===== src/rtl/lzc_norm_pipe.sv =====
// lzc_norm_pipe: normalisation stage that follows the leading-zero counter.
// The stage takes a data word, its exponent and its leading-zero count.
// It left-shifts the word so that the MSB is 1.
// It lowers the exponent by the shift amount.
// The pipeline has two registered stages (S1 captures the input, S2 holds the result).
// Optional build macro: LZC_NORM_CHECK_EN adds the sticky lzc_err output.
// LZC_NORM_CHECK_EN makes S1 recompute the leading-zero count and compare it.
//
// Handshake: a beat moves across an interface on a rising edge when valid && ready.
// A producer holds valid and its payload stable until that edge.
// ready can depend combinationally on downstream ready (in_ready follows out_ready
// through s2_adv). Valid never depends on ready.
module lzc_norm_pipe #(
  parameter int WI_SZ  = 32,
  parameter int WO_SZ  = $clog2(WI_SZ) + 1,
  parameter int EXP_SZ = 8
) (
  input  logic              clk,
  input  logic              rst_n,
  input  logic              in_valid,
  output logic              in_ready,
  input  logic [WI_SZ-1:0]  in_data,
  input  logic [WO_SZ-1:0]  in_lzc,
  input  logic [EXP_SZ-1:0] in_exp,
  output logic              out_valid,
  input  logic              out_ready,
  output logic [WI_SZ-1:0]  out_data,
  output logic [EXP_SZ-1:0] out_exp,
  output logic              out_zero,
`ifdef LZC_NORM_CHECK_EN
  output logic              out_uflow,
  output logic              lzc_err
`else
  output logic              out_uflow
`endif
);

  // Common width for the unsigned exponent-versus-count compare.
  localparam int CW = (EXP_SZ > WO_SZ) ? EXP_SZ : WO_SZ;
  localparam logic [WO_SZ-1:0] LZC_MAX = WO_SZ'(WI_SZ);

  logic              s1_valid_q;
  logic [WI_SZ-1:0]  s1_data_q;
  logic [WO_SZ-1:0]  s1_lzc_q;
  logic [EXP_SZ-1:0] s1_exp_q;

  logic              s2_valid_q;
  logic [WI_SZ-1:0]  out_data_q, out_data_d;
  logic [EXP_SZ-1:0] out_exp_q, out_exp_d;
  logic              out_zero_q, out_zero_d;
  logic              out_uflow_q, out_uflow_d;

  logic              s1_load;
  logic              s2_adv;

  logic [WO_SZ-1:0]  lzc_c;
  logic [CW-1:0]     exp_x;
  logic [CW-1:0]     lzc_x;

  // S2 takes the S1 beat when S2 is empty or S2 is draining this cycle.
  // S1 takes a new beat when it is empty or when its beat moves on.
  // in_ready is held low during reset.
  assign s2_adv   = s1_valid_q && (!s2_valid_q || out_ready);
  assign in_ready = rst_n && (!s1_valid_q || s2_adv);
  assign s1_load  = in_valid && in_ready;

  // S1 capture register: holds the beat until S2 takes it.
  always_ff @(posedge clk or negedge rst_n) begin
    if (!rst_n) begin
      s1_valid_q <= 1'b0;
      s1_data_q  <= '0;
      s1_lzc_q   <= '0;
      s1_exp_q   <= '0;
    end else begin
      if (s1_load) begin
        s1_valid_q <= 1'b1;
        s1_data_q  <= in_data;
        s1_lzc_q   <= in_lzc;
        s1_exp_q   <= in_exp;
      end else if (s2_adv) begin
        s1_valid_q <= 1'b0;
      end
    end
  end

  // Normalise arithmetic on the S1 registers.
  // Counts above WI_SZ are clamped to WI_SZ, which means a zero word.
  // When the exponent is smaller than the count, the shift stops at the exponent.
  always_comb begin
    lzc_c       = (s1_lzc_q > LZC_MAX) ? LZC_MAX : s1_lzc_q;
    exp_x       = CW'(s1_exp_q);
    lzc_x       = CW'(lzc_c);
    out_data_d  = '0;
    out_exp_d   = '0;
    out_zero_d  = 1'b0;
    out_uflow_d = 1'b0;
    if (lzc_c == LZC_MAX) begin
      out_zero_d = 1'b1;
    end else if (exp_x >= lzc_x) begin
      out_data_d = s1_data_q << lzc_c;
      out_exp_d  = EXP_SZ'(exp_x - lzc_x);
    end else begin
      // exp < lzc < WI_SZ here, so the exponent fits the shift-amount width
      out_uflow_d = 1'b1;
      out_data_d  = s1_data_q << exp_x[WO_SZ-1:0];
    end
  end

  // S2 result register: it loads on advance, holds while stalled, and empties when drained.
  always_ff @(posedge clk or negedge rst_n) begin
    if (!rst_n) begin
      s2_valid_q  <= 1'b0;
      out_data_q  <= '0;
      out_exp_q   <= '0;
      out_zero_q  <= 1'b0;
      out_uflow_q <= 1'b0;
    end else begin
      if (s2_adv) begin
        s2_valid_q  <= 1'b1;
        out_data_q  <= out_data_d;
        out_exp_q   <= out_exp_d;
        out_zero_q  <= out_zero_d;
        out_uflow_q <= out_uflow_d;
      end else if (out_ready) begin
        s2_valid_q  <= 1'b0;
      end
    end
  end

  assign out_valid = s2_valid_q;
  assign out_data  = out_data_q;
  assign out_exp   = out_exp_q;
  assign out_zero  = out_zero_q;
  assign out_uflow = out_uflow_q;

`ifdef LZC_NORM_CHECK_EN
  logic [WO_SZ-1:0] s1_lzc_calc;
  logic             lzc_err_q;

  // Recount the leading zeros of the S1 word.
  // The highest set bit is the last one the loop writes, so it sets the result.
  always_comb begin
    s1_lzc_calc = LZC_MAX;
    for (int i = 0; i < WI_SZ; i++) begin
      if (s1_data_q[i]) s1_lzc_calc = WO_SZ'(WI_SZ - 1 - i);
    end
  end

  // Sticky error flag: it sets on the first mismatch and clears only on reset.
  always_ff @(posedge clk or negedge rst_n) begin
    if (!rst_n) begin
      lzc_err_q <= 1'b0;
    end else if (s1_valid_q && (s1_lzc_calc != s1_lzc_q)) begin
      lzc_err_q <= 1'b1;
    end
  end

  assign lzc_err = lzc_err_q;
`endif

endmodule


===== config.mk =====
export PLATFORM = sky130hd
export DESIGN_NAME = lzc_norm_pipe
export DESIGN_NICKNAME = d
export VERILOG_FILES = /design/src/rtl/lzc_norm_pipe.sv
export SDC_FILE = /design/constraint.sdc
export NUM_CORES = 1
export LEC_CHECK = 0
export BUFFER_PORTS_ARGS = -buffer_cell sky130_fd_sc_hd__buf_2
export CORE_MARGIN = 2
export CORE_UTILIZATION = 35
export CTS_BUF_LIST = sky130_fd_sc_hd__clkbuf_16
export CTS_CLUSTER_DIAMETER = 60
export CTS_CLUSTER_SIZE = 20
export DETAILED_ROUTE_END_ITERATION = 7
export GPL_TIMING_DRIVEN = 0
export HOLD_SLACK_MARGIN = 0.02
export PLACE_DENSITY = 0.53
export SETUP_SLACK_MARGIN = 0.15
export SLEW_MARGIN = 25
export SYNTH_ARGS = -nofsm -noshare
export SYNTH_HDL_FRONTEND = slang
export SYNTH_SLANG_ARGS = --single-unit

===== constraint.sdc =====
create_clock -name clk -period 4.59 [get_ports clk]
set_input_delay 0.2295 -clock clk [delete_from_list [all_inputs] [get_ports clk]]
set_output_delay 0.2295 -clock clk [all_outputs]
set_load 0.005 [all_outputs]

==> out/results.ini, run 1 <==
[clocking]
clkTransAtPathRegs_ns=0.07
clk_latency_ns=0.36
cts.sinks=90
root_buffer=clkbuf_16
cts_buffers=9
ctsHtreeMaxLevel=3
cts_tree=built
cts_setup_buffers=0
cts_buffer_depth=2

[timing]
final-hold-violation-count=0
fin_crit_sh_pct=93.85
fin_crit_ns=4.308
drv_slew=0
finalClockSkew_ns=0.007177
finalSetupTns_ns=0
worst_slew_pin_slew_ns=0.7975
rsz0062_at_grt=false
slew_headroom_pct=46.83
fmax_ghz=0.2321
setup-violations-final=0

[floorplan]
coreArea_sq_um=17360
fp.dieArea_sq_um=18930
ios=94
die_w_microns=137.6
initial_core_util_pct=35.99
rows=48
die_y_microns=137.6

[critical_path]
critical_path.startpoint_type=flop
crit_fanout=10
cp_data_arrival_time_ns=4.54
r2r-end=out_data[20]$_DFFE_PN0P_
cp-end-kind=flop
worst-r2r-setup-slack_ns=0.28
required_ns=4.83
reg2reg_depth=15
regToRegStartpoint=s1_lzc_q[5]$_DFFE_PN0P_
critical_path_class=flop to flop

[route]
drt_first_pass_iters=5
postRouteAntennaNets=0
vias=5859
wl_microns=22750
via_per_inst=5.985
drc=0
wl_per_cell_microns=23.24
drtIter0Drc=547

[synthesis]
postSynthAreaPerCell_sq_um=9.716
syn_inst=643
synth_nets=700
ys.flop_type=dfrtp_1
ys_seq_elements=90
synth-edff-count=0
ys_types=75
ys_seq_area_share_pct=36.05
async_flop_share_pct=100.0
yosys_warnings=0
synth_area_sq_um=6247

[global_route]
grt_pass1_vias=5755
grt_pass1_wl_microns=34940
gr-total-overflow=0
antenna_found_initial=0
track_usage_pct=24.84
grt_max_degree=48

[cells_and_area]
nets=806
regArea_sq_um=2252
multi_input_comb_area_sq_um=3724
diodes=0
layout-drive-gt1-share_pct=32.23
finish.utilization_pct=42.55
fin_cells=979
n_fill_cell=1711
syn2layout_area_growth_pct=18.23

[pwr]
power_density_nw_per_um2=545.0
total_power_uw=4025
vdd_ir_drop_max_v=0.0002140
p_leak_uw=0.003270

[placement]
dp_hpwl_microns=17950
place.gp.congestion=0.9448
dp_cells=962
portBuffers=93

[worst_hold_path]
hold_path.startpoint=in_lzc[4]
whs_path_depth=2
holdPathEnd=s1_lzc_q[4]$_DFFE_PN0P_
hp-class=input port to flop

[status]
outcome=finished, final reports clean

[flow_run]
cap_viol_max_count=0

metal layers:
layer / routed length, microns / part of all wire [%] / track usage [%]
met1: 10030 / 44 / 34.36
met2: 10220 / 45 / 38.92
met3: 1616 / 7.1 / 3.495
met4: 885 / 3.9 / 10.25
met5: 0 / 0 / 0
final cells by class:
type / count / share of cell area, %
clock buffer: 9 / 3.049
buffer: 45 / 3.422
timing repair buffer: 95 / 6.895
inverter: 26 / 1.321
tap: 225 / 3.812
clock inverter: 7 / 0.5929
multi-input combinational: 482 / 50.42
sequential: 90 / 30.49
logic make-up after synthesis:
logic type,share of synthesized area (%)
AO/OA/AOI/OAI,24.03
AND/OR/NAND/NOR,15.02
multiplexers,17.12
flip-flops,36.05
buffers and inverters,5.548
adder cells (fa/ha/maj),1.522
XOR/XNOR,0.7009
power by group:
| group | internal [uW] | switching [uW] | leakage, uW |
|---|---|---|---|
| combinational | 840 | 1300 | 0.00201 |
| clock | 366 | 327 | 0.000135 |
| sequential | 992 | 204 | 0.00113 |
| total | 2200 | 1830 | 0.00327 |
how the worst max path moves through the flow:
stage	from	endpoint	slack [ns]	cells after the start
floorplan	s1_lzc_q[5]$_DFFE_PN0P_	out_data[18]$_DFFE_PN0P_	1.17	15
global placement	s1_lzc_q[5]$_DFFE_PN0P_	out_data[20]$_DFFE_PN0P_	0.18	15
detailed placement	s1_lzc_q[5]$_DFFE_PN0P_	out_data[20]$_DFFE_PN0P_	0.20	15
CTS	s1_lzc_q[5]$_DFFE_PN0P_	out_data[20]$_DFFE_PN0P_	0.18	13
global route	s1_lzc_q[5]$_DFFE_PN0P_	out_data[20]$_DFFE_PN0P_	0.15	15
finish	s1_lzc_q[5]$_DFFE_PN0P_	out_data[20]$_DFFE_PN0P_	0.28	15
worst max-delay path: stages (launching register included):
cell,delay (ns)
dfrtp_1,0.43
nand2b_1,0.33
inv_2,0.20
ha_1,0.18
inv_1,0.06
fa_1,0.44
a21oi_2,0.25
o22a_2,0.26
buf_6,0.20
buf_2,0.25
a22oi_1,0.12
a311oi_1,0.48
o2bb2ai_1,0.28
a2bb2oi_2,0.27
mux2i_1,0.10
a221o_1,0.33
cells in the mapped netlist (6+ instances only):
cell | count | area share, %
dfrtp_1 | 90 | 36
nand2_1 | 89 | 5.3
mux2_2 | 55 | 9.9
mux2i_1 | 36 | 5.8
o21ai_0 | 31 | 2.5
inv_1 | 25 | 1.5
a22oi_1 | 23 | 2.8
nor2_1 | 23 | 1.4
nor4_1 | 19 | 1.9
a21oi_1 | 18 | 1.4
clkbuf_1 | 18 | 1.1
a311oi_1 | 13 | 1.8
buf_2 | 13 | 1.0
a211oi_1 | 12 | 1.4
a221o_1 | 12 | 1.9
a22o_1 | 11 | 1.5
nand3_1 | 11 | 0.88
nand2b_1 | 8 | 0.80
a311oi_2 | 6 | 1.4
buf_6 | 6 | 1.1
ha_1 | 6 | 1.2
nor3_1 | 6 | 0.48
metrics by stage:
stage | area [sq um] | hold slack (ns) | worst slack (ns)
after global placement | 6994 | 0.4583 | 0.1840
after global routing | 7386 | 0.1031 | 0.1474
after detailed placement | 7028 | 0.1806 | 0.1953
final | 7386 | 0.1016 | 0.2824
after CTS | 7308 | 0.09499 | 0.1762
after floorplan | 6247 | -0.06609 | 1.165
layout by cell type, fill, tap and decap left out, drive strengths merged, types with 3 or more instances in the layout:
cell / n
a21oi: 24
nor2b: 4
a221o: 12
o211ai: 6
nand3: 15
clkinv: 5
dfrtp: 90
buf: 120
o221ai: 3
mux4: 4
a221oi: 3
o21ai: 39
nor4: 20
a32oi: 3
xnor2: 5
o41ai: 4
a211oi: 13
nor2: 25
nor3: 9
ha: 6
a2111oi: 4
a22o: 11
nand2b: 8
clkbuf: 28
nand2: 92
a22oi: 23
mux2: 55
nand4: 3
o22ai: 5
o21a: 3
a311oi: 19
a2bb2oi: 3
inv: 28
mux2i: 36
and3: 3
sequential cells by signal, indices dropped and copies added (netlist names):
register	cells
s1_lzc_q	6
out_uflow	1
out_data	32
s1_valid_q	1
out_zero	1
exp_x	8
s1_data_q	32
out_valid	1
out_exp	8
what timing repair did:
action	4_1_cts	5_1_grt
endpoints found under the hold margin	43	0
hold buffers	1	0
setup endpoints to repair	1	12
pin swaps	0	2
resized for setup	1	16
(Power assumes the default switching activity.)
==> inputs of run 2 (changes only) <==
Settings changed: CORE_UTILIZATION 35 to 58, CTS_CLUSTER_DIAMETER 60 to not set, PLACE_DENSITY 0.53 to 0.81.
==> out/results.ini, run 2 (synthesized netlist as in run 1, its figures left out) <==
[placement]
dp_cells=873  ; -9.3%
dp_hpwl_microns=16180  ; -9.9%
place.gp.congestion=1.030  ; +9.0%
portBuffers=93  ; unchanged

[route]
drc=0  ; unchanged
drt_first_pass_iters=6  ; +1
drtIter0Drc=602  ; +10%
postRouteAntennaNets=0  ; unchanged
wl_microns=20690  ; -9.1%
vias=5932  ; +1.2%
via_per_inst=6.665  ; +11%
wl_per_cell_microns=23.25  ; about the same

[cells_and_area]
syn2layout_area_growth_pct=15.94
nets=806  ; unchanged
layout-drive-gt1-share_pct=31.03  ; -1.2 points
n_fill_cell=836  ; -51%
final_common_cell=buf_2
fin_cells=890  ; -9.1%
layout_common_cells=104 x buf_2, 90 x dfrtp_1, 89 x nand2_1
diodes=0  ; unchanged

[critical_path]
slowest_delay_ns=0.45  ; -0.03 ns
required_ns=4.82  ; about the same
critical_path_class=flop to flop
cp_data_arrival_time_ns=4.64  ; +0.10 ns
slowest_stage=a311oi_2
crit_fanout=10  ; unchanged
cp_cell_sequence=nand2b_1 > inv_2 > ha_1 > inv_1 > fa_1 > a21oi_2 > o22a_2 > buf_6 > buf_2 > a22oi_1 > a311oi_2 > nand2_1 > a31oi_1 > o21ai_0 > a221o_1
worst-r2r-setup-slack_ns=0.18  ; -0.11 ns
cp-end-kind=flop
critical_path.startpoint_type=flop

[floorplan]
coreArea_sq_um=10370  ; -40%
initial_core_util_pct=60.24  ; +24 points
die_y_microns=107.8  ; -22%
rows=37  ; -23%
die_w_microns=107.8  ; -22%
ios=94  ; unchanged
fp.dieArea_sq_um=11620  ; -39%

[flow_run]
cap_viol_max_count=0  ; unchanged

[timing]
whs_ns=0.1074  ; +0.005793 ns
worst_slew_pin_slew_ns=0.7752  ; -0.02233 ns
finalSetupTns_ns=0  ; unchanged
fin_crit_ns=4.414  ; +0.1059 ns
setup-violations-final=0  ; unchanged
finalClockSkew_ns=0.005988  ; -0.001189 ns
rsz0062_at_grt=true
drv_slew=0  ; unchanged
fmax_ghz=0.2266  ; -2.4%
slew_headroom_pct=48.32  ; +1.5 points
final-hold-violation-count=0  ; unchanged
fin_crit_sh_pct=96.16  ; +2.3 points

[global_route]
met1_usage_pct=49.92  ; +16 points
track_usage_pct=37.06  ; +12 points
gr-total-overflow=0  ; unchanged
grt_max_degree=48  ; unchanged
grt_use_met3_pct=5.932  ; +2.4 points
grt.busiest_layer=met2
grt_pass1_vias=5850  ; +1.7%
antenna_found_initial=0  ; unchanged
grt_use_met2_pct=57.95  ; +19 points
grt_pass1_wl_microns=32550  ; -6.9%

[clocking]
cts_tree=built
cts_buffer_depth=2  ; unchanged
clkTransAtPathRegs_ns=0.07  ; about the same
cts_buffers=9  ; unchanged
root_buffer=clkbuf_16
cts.sinks=90  ; unchanged
clk_latency_ns=0.35  ; about the same
ctsHtreeMaxLevel=3  ; unchanged

[pwr]
power_density_nw_per_um2=551.9  ; +1.3%
intPower_uw=2235  ; +1.7%
p_switching_uw=1762  ; -3.6%
power_frac_comb_pct=52.0  ; -1.1 points
vdd_ir_drop_max_v=0.0002435  ; +14%
p_leak_uw=0.003264  ; -0.21%
seqPwrFrac_pct=29.8  ; about the same
p_sw_share_pct=44.08  ; -1.3 points
clockPowerShare_pct=18.2  ; +1.0 points

[status]
outcome=finished, final reports clean

[worst_hold_path]
hp-class=input port to flop

[run 2: what timing repair did]
| item | in CTS | in global routing |
|---|---|---|
| hold buffers | 1 | 0 |
| setup buffers | 0 | 0 |
| endpoints found under the hold margin | 43 | 0 |
| endpoints found under the setup margin | 0 | 13 |
| gates resized for setup | 0 | 11 |
[run 2: per-layer routing]
| layer | routed length [microns] | share of wire, % |
|---|---|---|
| met5 | 0 | 0 |
| met2 | 9400 | 45 |
| met1 | 8669 | 42 |
| met4 | 800 | 3.9 |
| met3 | 1824 | 8.8 |
[run 2: layout make-up]
class | count | area [sq um] | share of cell area (%)
Multi-Input combinational cell | 482 | 3687 | 50.91
Sequential cell | 90 | 2252 | 31.09
Clock inverter | 7 | 61.31 | 0.8464
Tap cell | 136 | 170.2 | 2.349
Timing Repair Buffer | 95 | 498.0 | 6.875
Inverter | 26 | 97.59 | 1.347
Clock buffer | 9 | 225.2 | 3.109
Buffer | 45 | 251.5 | 3.472
[run 2: power by group through the flow]
stage,clock network (uW),registers [uW],logic [uW]
3_5_place_dp,0,1190,1990
3_3_place_gp,0,1180,1950
4_1_cts,730,1180,2000
5_1_grt,766,1210,2220
2_1_floorplan,0,1150,1350
6_report,727,1190,2080
[run 2: worst paths after layout]
check	start	to	depth (start not counted)
max	s1_lzc_q[5]$_DFFE_PN0P_	out_data[21]$_DFFE_PN0P_	15
min in group asynchronous	rst_n	out_exp[2]$_DFFE_PN0P_	2
min reg2reg	out_data[7]$_DFFE_PN0P_	out_data[7]$_DFFE_PN0P_	2
max in group asynchronous	rst_n	s1_data_q[28]$_DFFE_PN0P_	3
max reg2reg	s1_lzc_q[5]$_DFFE_PN0P_	out_data[21]$_DFFE_PN0P_	15
min	in_exp[3]	exp_x[3]$_DFFE_PN0P_	2
[run 2: critical path, delay by kind of cell, from the launching register on]
family	cells	cell delay, ns
simple gates	2	0.45
fa+ha+maj	2	0.64
compound gates	7	2.03
flops	1	0.42
buf+inv	4	0.74
[run 2: through the flow]
step	setup WS (ns)	utilization, %	power [uW]	instance area [sq um]
finish	0.1765	69.85	3997	7243
global route	0.08125	69.85	4193	7243
CTS	0.2235	69.45	3909	7202
detailed placement	0.2494	66.59	3185	6905
global placement	0.2943	66.37	3132	6883
floorplan	1.165	-	2502	6247
==> inputs of run 3 (changes only) <==
Settings changed: CORE_UTILIZATION 58 to 60, CTS_BUF_LIST sky130_fd_sc_hd__clkbuf_16 to sky130_fd_sc_hd__clkbuf_4, PLACE_DENSITY 0.81 to 0.83.
==> out/results.ini, run 3 (synthesized netlist as in run 1, its figures left out) <==
[floorplan]
rows=37  ; unchanged
fp.dieArea_sq_um=11240  ; -3.2%
ios=94  ; unchanged
die_w_microns=106.0  ; -1.6%
initial_core_util_pct=61.06  ; +0.82 points
coreArea_sq_um=10230  ; -1.3%
die_y_microns=106.0  ; -1.6%

[clocking]
cts_buffers=9  ; unchanged
ctsHtreeMaxLevel=3  ; unchanged
root_buffer=clkbuf_4
cts_tree=built
cts_buffer_depth=2  ; unchanged
clkTransAtPathRegs_ns=0.15  ; +0.08 ns
clk_latency_ns=0.45  ; +0.10 ns
cts.sinks=90  ; unchanged

[critical_path]
crit_buf_inv=4  ; unchanged
crit_start=s1_lzc_q[5]$_DFFE_PN0P_
cp-end-kind=flop
critical_path.startpoint_type=flop
required_ns=4.93  ; +0.11 ns
slowest_delay_ns=0.46  ; about the same
crit_fanout=10  ; unchanged
cp_data_arrival_time_ns=4.71  ; +0.07 ns
slowest_stage=dfrtp_1
worst-r2r-setup-slack_ns=0.22  ; +0.05 ns
regToRegStartpoint=s1_lzc_q[5]$_DFFE_PN0P_
r2r-end=out_data[21]$_DFFE_PN0P_
cp_cell_sequence=nand2b_1 > inv_2 > ha_1 > inv_1 > fa_1 > a21oi_2 > o22a_2 > buf_6 > buf_2 > a22oi_1 > a311oi_2 > nand2_1 > a31oi_1 > o21ai_0 > a221o_1
reg2reg_depth=15  ; unchanged
crit_family=compound AO/OA/AOI/OAI gates
path_depth=15  ; unchanged
critical_path_class=flop to flop
cp-endpoint=out_data[21]$_DFFE_PN0P_

[global_route]
grt_pass1_vias=6146  ; +5.1%
grt_pass1_wl_microns=35000  ; +7.5%
gr-total-overflow=0  ; unchanged
track_usage_pct=40.94  ; +3.9 points
antenna_found_initial=0  ; unchanged
grt_max_degree=51  ; +6.3%

[cells_and_area]
syn2layout_area_growth_pct=20.01
layout_common_cells=105 x buf_2, 90 x dfrtp_1, 89 x nand2_1
fin_cells=928  ; +4.3%
final_common_cell=buf_2
n_fill_cell=759  ; -9.2%
nets=846  ; +5.0%
final_area_sq_um=7497  ; +3.5%
layout-drive-gt1-share_pct=29.92  ; -1.1 points
diodes=0  ; unchanged

[route]
drc=0  ; unchanged
vias=6234  ; +5.1%
drtIter0Drc=708  ; +18%
postRouteAntennaNets=0  ; unchanged
wl_microns=22440  ; +8.4%
drt_first_pass_iters=6  ; unchanged
via_per_inst=6.718  ; +0.79%
wl_per_cell_microns=24.18  ; +4.0%

[timing]
rsz0062_at_grt=true
fin_crit_ns=4.368  ; -0.04580 ns
worst_slew_pin_slew_ns=0.7596  ; -0.01558 ns
final-hold-violation-count=0  ; unchanged
slew_headroom_pct=49.36  ; +1.0 points
finalClockSkew_ns=0.02622  ; +0.02023 ns
fmax_ghz=0.2290  ; +1.0%
setup_slack_ns=0.2223  ; +0.04580 ns
fin_crit_sh_pct=95.16  ; -1.0 points
setup-violations-final=0  ; unchanged
drv_slew=0  ; unchanged
finalSetupTns_ns=0  ; unchanged

[placement]
place.gp.congestion=1.028  ; -0.18%
post-place-ws_ns=0.07121  ; -0.1782 ns
dp_cells=873  ; unchanged
portBuffers=93  ; unchanged
dp_hpwl_microns=17120  ; +5.8%
placed_area_sq_um=6913  ; +0.11%

[pwr]
power_density_nw_per_um2=503.5  ; -8.8%
total_power_uw=3775  ; -5.6%
p_leak_uw=0.003364  ; +3.1%
vdd_ir_drop_max_v=0.0002555  ; +4.9%

[worst_hold_path]
hp-class=input port to flop

[status]
outcome=finished, final reports clean

[flow_run]
cap_viol_max_count=0  ; unchanged

==> run 3: cell types whose count changed in the layout (fill, tap and decap cells not counted), moves of 2 or more <==
cell           before  now
a311oi_2           10    8
a2111oi_1           2    0
a2111oi_0           1    3
clkbuf_4            1   10
clkbuf_16           9    0
dlygate4sd3_1       1   40
==> run 3: how the worst min path moves through the flow <==
stage / start / endpoint / depth (start not counted)
after floorplan: rst_n / exp_x[0]$_DFFE_PN0P_ / 0
after global placement: out_exp[2]$_DFFE_PN0P_ / out_exp[2]$_DFFE_PN0P_ / 2
after detailed placement: rst_n / out_exp[0]$_DFFE_PN0P_ / 1
after CTS: in_data[25] / s1_data_q[25]$_DFFE_PN0P_ / 2
after global routing: in_data[28] / s1_data_q[28]$_DFFE_PN0P_ / 2
final: in_data[28] / s1_data_q[28]$_DFFE_PN0P_ / 2
==> run 3: cell type report <==
cell class              instances  area, sq um  area share, %
plain buffers                  45        250.2          3.338
clock buffers                  10        75.07          1.001
clock inverters                 4        45.04         0.6008
inverters                      26        97.59          1.302
multi-input cells             482         3704          49.40
flip-flops and latches         90         2252          30.04
well taps                     136        170.2          2.270
repair buffers                135        903.4          12.05
==> run 3: report_power, final <==
| group | internal [uW] | switching, uW | total [uW] | leakage, uW |
|---|---|---|---|---|
| sequential | 989 | 203 | 1190 | 0.00113 |
| combinational | 861 | 1290 | 2150 | 0.00217 |
| clock | 163 | 266 | 429 | 0.0000634 |
| total | 2010 | 1760 | 3780 | 0.00336 |
==> run 3: timing repair <==
item,in CTS,in global routing
pin swaps,1,2
setup buffers,0,1
endpoints found under the hold margin,76,3
setup endpoints to repair,6,17
hold buffers,37,3
resized for setup,3,9
==> run 3: through the flow <==
stage / hold WS [ns] / utilization, %
final: 0.03524 / 73.28
after floorplan: -0.06609 / -
after global routing: 0.02674 / 73.28
after global placement: 0.4579 / 67.27
after detailed placement: 0.2454 / 67.57
after CTS: 0.02066 / 72.51
==> run 3: routing by layer <==
metal / wire [microns] / part of all wire [%] / up-vias / GRT usage, %
met4: 955 / 4.3 / 0 / 17.29
met3: 1789 / 8.0 / 76 / 6.744
met1: 9108 / 41 / 3004 / 54.35
li1: - / - / 2724 / -
met5: 0 / 0 / - / 0
met2: 10590 / 47 / 430 / 66.64
